===== config.mk =====
export PLATFORM = sky130hd
export DESIGN_NAME = mod_dec_invshifter
export DESIGN_NICKNAME = d
export VERILOG_FILES = /design/src/rtl/aes256_pkg.sv /design/src/rtl/mod_dec_rowrot.sv /design/src/rtl/mod_dec_invshifter.sv
export SDC_FILE = /design/constraint.sdc
export NUM_CORES = 1
export LEC_CHECK = 0
export ABC_AREA = 1
export BUFFER_PORTS_ARGS = -buffer_cell sky130_fd_sc_hd__buf_4
export CORE_MARGIN = 3
export CORE_UTILIZATION = 30
export DETAILED_ROUTE_END_ITERATION = 16
export PLACE_DENSITY_LB_ADDON = 0.1
export RECOVER_POWER = 50
export SYNTH_ARGS = -nofsm -noshare
export SYNTH_HDL_FRONTEND = slang
export SYNTH_SLANG_ARGS = --single-unit
export TNS_END_PERCENT = 100

===== constraint.sdc =====
create_clock -name clk -period 2.8 [get_ports clk]
set_input_delay 0.14 -clock clk [delete_from_list [all_inputs] [get_ports clk]]
set_output_delay 0.14 -clock clk [all_outputs]
set_load 0.02 [all_outputs]

===== src/rtl/aes256_pkg.sv =====
// aes256_pkg: shared AES-256 byte/row/state types and the InvShiftRows FSM encoding. Rev 1.0
`default_nettype none

package aes256_pkg;
  localparam int N  = 4;
  localparam int BW = 8;

  typedef logic [BW-1:0]         aes_byte_t;
  typedef aes_byte_t [N-1:0]     aes_row_t;
  typedef aes_byte_t [N*N-1:0]   aes_state_t;

  typedef enum logic [1:0] {
    IDLE  = 2'd0,
    SHIFT = 2'd1,
    OUT   = 2'd2
  } dec_shift_state_t;
endpackage

`default_nettype wire


===== src/rtl/mod_dec_rowrot.sv =====
// mod_dec_rowrot: rotates one state row right by its 2-bit row index (inverse ShiftRows). Rev 1.0
`default_nettype none

module mod_dec_rowrot
  import aes256_pkg::*;
(
  input  aes_row_t   row_i,
  input  logic [1:0] idx_i,
  output aes_row_t   row_o
);

  for (genvar c = 0; c < 4; c++) begin : g_col
    localparam logic [1:0] C_COL = 2'(c);
    // 2-bit subtraction wraps, giving (c - idx) mod 4 for free
    assign row_o[c] = row_i[C_COL - idx_i];
  end

endmodule

`default_nettype wire


===== src/rtl/mod_dec_invshifter.sv =====
// mod_dec_invshifter: decrypt-side InvShiftRows, captures a state and rotates one row per clock. Rev 1.0
`default_nettype none

module mod_dec_invshifter
  import aes256_pkg::*;
#(
  parameter int N  = 4,
  parameter int BW = 8
) (
  input  logic                      clk,
  input  logic                      rst_n,
  input  logic [N*N-1:0][BW-1:0]    inp,
  input  logic                      in_valid,
  output logic                      in_ready,
  output logic [N*N-1:0][BW-1:0]    outp,
  output logic                      out_valid,
  input  logic                      out_ready,
  output logic                      done
);

  dec_shift_state_t state_q, state_d;
  logic [1:0]       row_cnt_q, row_cnt_d;
  aes_state_t       in_q, in_d;
  aes_state_t       out_q, out_d;
  logic             done_q, done_d;
  aes_row_t         w_row;
  aes_row_t         w_rot;

  assign w_row = in_q[{row_cnt_q, 2'b00} +: 4];

  mod_dec_rowrot u_rowrot (
    .row_i (w_row),
    .idx_i (row_cnt_q),
    .row_o (w_rot)
  );

  always_comb begin
    state_d   = state_q;
    row_cnt_d = row_cnt_q;
    in_d      = in_q;
    out_d     = out_q;
    done_d    = 1'b0;
    case (state_q)
      IDLE: begin
        if (in_valid) begin
          in_d      = inp;
          row_cnt_d = 2'd0;
          state_d   = SHIFT;
        end
      end
      SHIFT: begin
        out_d[{row_cnt_q, 2'b00} +: 4] = w_rot;
        row_cnt_d = row_cnt_q + 2'd1;
        if (row_cnt_q == 2'd3) begin
          state_d = OUT;
        end
      end
      OUT: begin
        if (out_ready) begin
          done_d  = 1'b1;
          state_d = IDLE;
        end
      end
      default: state_d = IDLE;
    endcase
  end

  always_ff @(posedge clk or negedge rst_n) begin
    if (!rst_n) begin
      state_q   <= IDLE;
      row_cnt_q <= 2'd0;
      in_q      <= '0;
      out_q     <= '0;
      done_q    <= 1'b0;
    end else begin
      state_q   <= state_d;
      row_cnt_q <= row_cnt_d;
      in_q      <= in_d;
      out_q     <= out_d;
      done_q    <= done_d;
    end
  end

  assign in_ready  = (state_q == IDLE);
  assign out_valid = (state_q == OUT);
  assign outp      = out_q;
  assign done      = done_q;

endmodule

`default_nettype wire


; Word level (Yosys, flattened, before mapping)
; Index checks and enable logic that the tools add are counted.
[op_classes]
order_cmp = 4
eq_ne = 6
shifts = 17
n_mux = 17
n_bitwise = 0
n_addsub = 6
multipliers = 0
div_mod_pow = 0
reduce_logical = 5
[ops]
columns = cell, count
row1 = bitwise mux 128 bit, 1
row2 = variable part select 16 x 5 -> 4 bit, 8
row3 = variable part select 4 x 6 -> 16 bit, 8
row4 = binary-select mux 8 bit (select 2 bit), 4
row5 = 2-to-1 mux 8 bit, 4
row6 = "variable shift 4 x 6 -> 16 bit, first input constant", 1
row7 = "< comparator 2 x 3 -> 1 bit, second input constant", 4
row8 = 2-to-1 mux 2 bit, 4
row9 = negator 4 -> 6 bit, 1
row10 = one-hot mux 2 bit (3 select lines), 1
row11 = "== test 2 bit, second input constant", 2
row12 = "inequality test 2 bit, second input constant", 2
row13 = one-hot mux 2 bit (2 select lines), 1
row14 = AND reduction 2 bit, 2
row15 = "subtractor 1 x 2 -> 2 bit, first input constant", 2
row16 = "subtractor 2 bit, first input constant", 2
row17 = AND reduction 3 bit, 1
row18 = "adder 2 x 1 -> 2 bit, second input constant", 1
row19 = "== test 2 x 1 -> 1 bit, second input constant", 1
row20 = logical NOT 2 bit, 1
row21 = 2-to-1 mux 1 bit, 2
row22 = "inequality test 2 x 1 -> 1 bit, second input constant", 1
row23 = nonzero test 2 bit, 1
[word_totals]
mem_count = 0
elab_cells = 90
in_bits = 132
regBits = 261
romBits = 0
latchBits = 0
ramBits = 0

; Longest topological paths before layout
[logic_depth]
depth_word = 5
depth_mapped = 11
depth_no_buf = 9

; Cells and area by module
; A second synthesis with hierarchy kept.
[unflattened]
cells_unflattened = 1878
area_unflattened_um2 = 13352.8
[by_module_without_submodules]
columns = mod, area_each_um2, seq_area_each_um2, cells_each, n_inst
row1 = mod_dec_invshifter, 12338.1, 6531.3, 1650, 1
row2 = mod_dec_rowrot, 1014.7, 0.0, 228, 1

; Worst setup path before layout
; No wires, ideal clock.
[synth_path]
path_kind = reg-to-reg
from = register row_cnt_q[1]
to = register out_q, in the netlist outp[0]
t_arrival_ns = 1.990
period_less_slack_ns = 2.055
setup_time_ns = 0.066
path_stages_with_launch = 11
path_slack_ns = 0.745
path_buffers = 5
required_ns = 2.734
cell_sequence = dfrtp_1 -> clkbuf_2 -> inv_2 -> buf_2 -> buf_2 -> ha_1 -> buf_2 -> nor3_2 -> buf_2 -> nand4_1 -> nand2_1
[synth_via]
elab_chain_cells = 5
elab_cells_between_ends = 17
cone_classes = add/sub (5) / shift (3) / mux (9)
[synth_lines]
columns = element, line
row1 = from (decl), mod_dec_invshifter.sv:22  ; logic [1:0] row_cnt_q, row_cnt_d;
row2 = from (signal assigned), mod_dec_invshifter.sv:77  ; row_cnt_q <= row_cnt_d;
row3 = "variable part select 16 x 5 -> 4 bit, or another cell as far along", mod_dec_invshifter.sv:29  ; assign w_row = in_q[{row_cnt_q, 2'b00} +: 4];
row4 = binary-select mux 8 bit (select 2 bit), mod_dec_rowrot.sv:15  ; assign row_o[c] = row_i[C_COL - idx_i];
row5 = 2-to-1 mux 8 bit (implied by the code), mod_dec_rowrot.sv:15
row6 = variable part select 4 x 6 -> 16 bit, mod_dec_invshifter.sv:52  ; out_d[{row_cnt_q, 2'b00} +: 4] = w_rot;
row7 = bitwise mux 128 bit *, mod_dec_invshifter.sv:52
row8 = to (signal assigned), mod_dec_invshifter.sv:79  ; out_q <= out_d;
row9 = to (decl), mod_dec_invshifter.sv:24  ; aes_state_t out_q, out_d;
; Mark *: on every way between the ends. The rest lies on a longest branch, timed or not. The select of a mux whose other input is x is not followed.
; A chain may end at the register's enable or synchronous reset.

; Final worst setup path
[layout_path]
from = register row_cnt_q[0]
to = register out_q, in the netlist outp[121]
; The elaborated chain is that of the path after synthesis.

==> flow_metrics.env <==
export IMPL_status="finished, violations left"
export IMPL_violations="max-capacitance violations, max-slew violations"
export IMPL_drive_above_1_share=0.146
export IMPL_r2r_slack_ns=0.52
export IMPL_arrival_ns=2.76
export IMPL_setup_viol=0
export IMPL_worst_slew_pin_slew_ns=1.55
export IMPL_wl_per_cell_um=18.5
export IMPL_cts_made_buffers=30
export IMPL_finalNonFillerCells=2444
export IMPL_dpl_hpwl_um=30800
export IMPL_period_needed_ns=2.28
export IMPL_grt_overflow_total=0
export IMPL_cts_setup_buffers=0
export IMPL_ys_seq_area_frac=0.542
export IMPL_cp_common_cell="buf_4"
export IMPL_grt_pass1_wl_um=68900
export IMPL_ios=263
export IMPL_synth_most_common_cell="nand2_1"
export IMPL_dr_pass1_iters=5
export IMPL_grt_pass1_vias=11400
export IMPL_yosys_top_cells_count="nand2_1, dfrtp_1, nand3_1"
export IMPL_drv_slew=27
export IMPL_p_int_mw=10.6
export IMPL_syn_inst=1561
export IMPL_area_growth_synth_to_final_pct=36.6
export IMPL_final_area_sq_um=16500
export IMPL_synth_warning_count=0
export IMPL_grtUsageTotal=0.210
export IMPL_fin_nets=2039
export IMPL_die_area_sq_um=42600
export IMPL_diodes=0
export IMPL_drc_errors=0
export IMPL_fp_dieW_um=206
export IMPL_min_path_cells=4
export IMPL_p_leak_nw=8.70
export IMPL_htreeDepth=1
export IMPL_power_mw=20.9
export IMPL_reg2reg_from="row_cnt_q[0]$_DFFE_PN0P_"
export IMPL_cts_hold_buf=130
export IMPL_initialDrtViolationCount=757
export IMPL_antenna_left=0
export IMPL_start_kind="register"
export IMPL_synth_edff_count=0
export IMPL_fp_dieH_um=206
export IMPL_clk_pin_slew_ns=0.06
export IMPL_cts_resized=0
export IMPL_path_cells="buf_4 > ha_1 > nand2_2 > nor2_2 > buf_4 > nand4_1 > nand2_1"
export IMPL_synth_seq_cells=261
export IMPL_grt_max_degree=130
export IMPL_antenna_found_initial=0
export IMPL_worstPathRequired_ns=3.28
export IMPL_yosys_most_used_dff="dfrtp_1"
export IMPL_fillers=4131
export IMPL_hp_class="in -> reg"
export IMPL_r2r_cells=7
export IMPL_syn_nets=1698
export IMPL_post_route_period_util=0.816
export IMPL_max_slew_margin_rel=-0.0339
export IMPL_worst_setup_path_type="reg -> reg"
export IMPL_synth_top_cell_area_share=0.542
export IMPL_rows=72
export IMPL_hp_start="in_valid"
export IMPL_finalWeightedCongestion=0.784
export IMPL_hold_viol=0
export IMPL_start_util=0.308
export IMPL_max_freq_mhz=438
export IMPL_dp_cells=2258
export IMPL_place_ws_ns=0.557
export IMPL_synth_area_leaders="dfrtp_1, nand2_1, nand3_1"
export IMPL_p_clk_frac=0.184
export IMPL_fin_skew_ns=0.0201
export IMPL_synthDistinctLibCells=21
export IMPL_avgSynthCellArea_sq_um=7.72
export IMPL_p_seq_frac=0.306
export IMPL_rr_endpoint="outp[121]$_DFFE_PN0P_"
export IMPL_p_sw_mw=10.3
export IMPL_wl_um=45300
export IMPL_peakVddDrop_uv=856
export IMPL_portBuffers=262
export IMPL_cap_violations=1
export IMPL_critPathSlowestCell="buf_4"
export IMPL_yosys_area_top_type="dfrtp_1"
export IMPL_place_area_sq_um=14500
export IMPL_cts_root_buf="clkbuf_16"
export IMPL_vias=11600
export IMPL_pwr_share_comb=0.509
export IMPL_async_flop_share=1.00
export IMPL_fp_coreArea_sq_um=39200
export IMPL_layout_setup_ws_ns=0.516
export IMPL_synth_area_sq_um=12100
export IMPL_power_share_switching=0.492
export IMPL_cts_path_max_buffers=3
export IMPL_vias_per_cell=4.75
export IMPL_rsz0062_at_grt="no"
export IMPL_crit_fanout=71
export IMPL_clk_latency_ns=0.56
export IMPL_cts_sinks=261
export IMPL_cp_end_kind="register"
export IMPL_slowest_delay_ns=0.68
export IMPL_whs_endpoint="state_q[0]$_DFFE_PN0P_"
export IMPL_finalSetupTns_ns=0
export IMPL_cts_tree="done"
export IMPL_cellPowerDensity_nw_per_um2=1270
-- critical path, delay by kind of cell, from the launching register on --
family                   cells  cell delay [ns]
AND/OR/NAND/NOR              4             0.41
flip-flops                   1             0.44
buffers and inverters        2             1.03
adder cells (fa/ha/maj)      1             0.30
-- sequential cells by signal, indices dropped and copies added, names as in the netlist --
signal,flops
state_q,2
outp,128
in_q,128
done,1
row_cnt_q,2
-- worst max path at each step --
stage | startpoint | end | slack (ns) | cells after the start
2_1_floorplan | row_cnt_q[1]$_DFFE_PN0P_ | outp[0]$_DFFE_PN0P_ | 0.74 | 10
3_3_place_gp | row_cnt_q[0]$_DFFE_PN0P_ | outp[28]$_DFFE_PN0P_ | 0.57 | 10
3_5_place_dp | row_cnt_q[0]$_DFFE_PN0P_ | outp[92]$_DFFE_PN0P_ | 0.56 | 10
4_1_cts | row_cnt_q[0]$_DFFE_PN0P_ | outp[124]$_DFFE_PN0P_ | 0.54 | 10
5_1_grt | rst_n | outp[109]$_DFFE_PN0P_ | 0.35 | 3
6_report | row_cnt_q[0]$_DFFE_PN0P_ | outp[121]$_DFFE_PN0P_ | 0.52 | 7
-- metrics by stage --
stage	util	hold slack, ns
floorplan	-	-0.156
global placement	0.369	0.196
detailed placement	0.369	0.194
CTS	0.427	0.162
global route	0.420	0.194
finish	0.420	0.166
-- cell families (layout without fill, tap and decap cells) --
group,after synthesis,count (layout),share of synthesized area
buffers and inverters,121,486,0.0492
flip-flops,261,261,0.542
AND/OR/NAND/NOR,1140,1140,0.390
adder cells (fa/ha/maj),5,5,0.00519
AO/OA/AOI/OAI,34,34,0.0141
-- final cells by class --
cell class / count / area [sq um] / area share
clock buffers: 48 / 910 / 0.0553
clock inverters: 8 / 65.1 / 0.00395
inverters: 9 / 37.5 / 0.00228
multi-input cells: 1179 / 4940 / 0.300
flip-flops and latches: 261 / 6540 / 0.397
well taps: 518 / 648 / 0.0394
repair buffers: 421 / 3320 / 0.202
-- routing by layer --
metal,part of all wire,vias up,global-route usage
li1,-,5697,-
met1,0.45,5541,0.292
met2,0.48,316,0.351
met3,0.052,55,0.0257
met4,0.023,0,0.0502
met5,0,-,0
-- power groups by stage --
stage,logic (mW),registers [mW],clock network [mW]
after floorplan,5.83,7.01,0
after global placement,10.9,6.49,0
after detailed placement,11.0,6.49,0
after CTS,11.1,6.44,3.98
after global routing,11.8,6.60,4.17
final,10.7,6.41,3.86
-- placed cells by master, fill, tap and decap left out, types with 2 or more instances in the layout --
cell,n
clkbuf_16,31
dlygate4sd3_1,130
o21ai_0,2
dfrtp_1,259
clkinv_2,8
nor2_1,3
nor2_2,2
nand2_1,906
inv_2,3
inv_1,4
clkbuf_1,77
clkbuf_8,7
buf_12,7
o21ai_1,32
nand3_1,128
ha_1,5
nand4_1,97
clkbuf_2,3
buf_4,213
(Power assumes the default switching activity.)
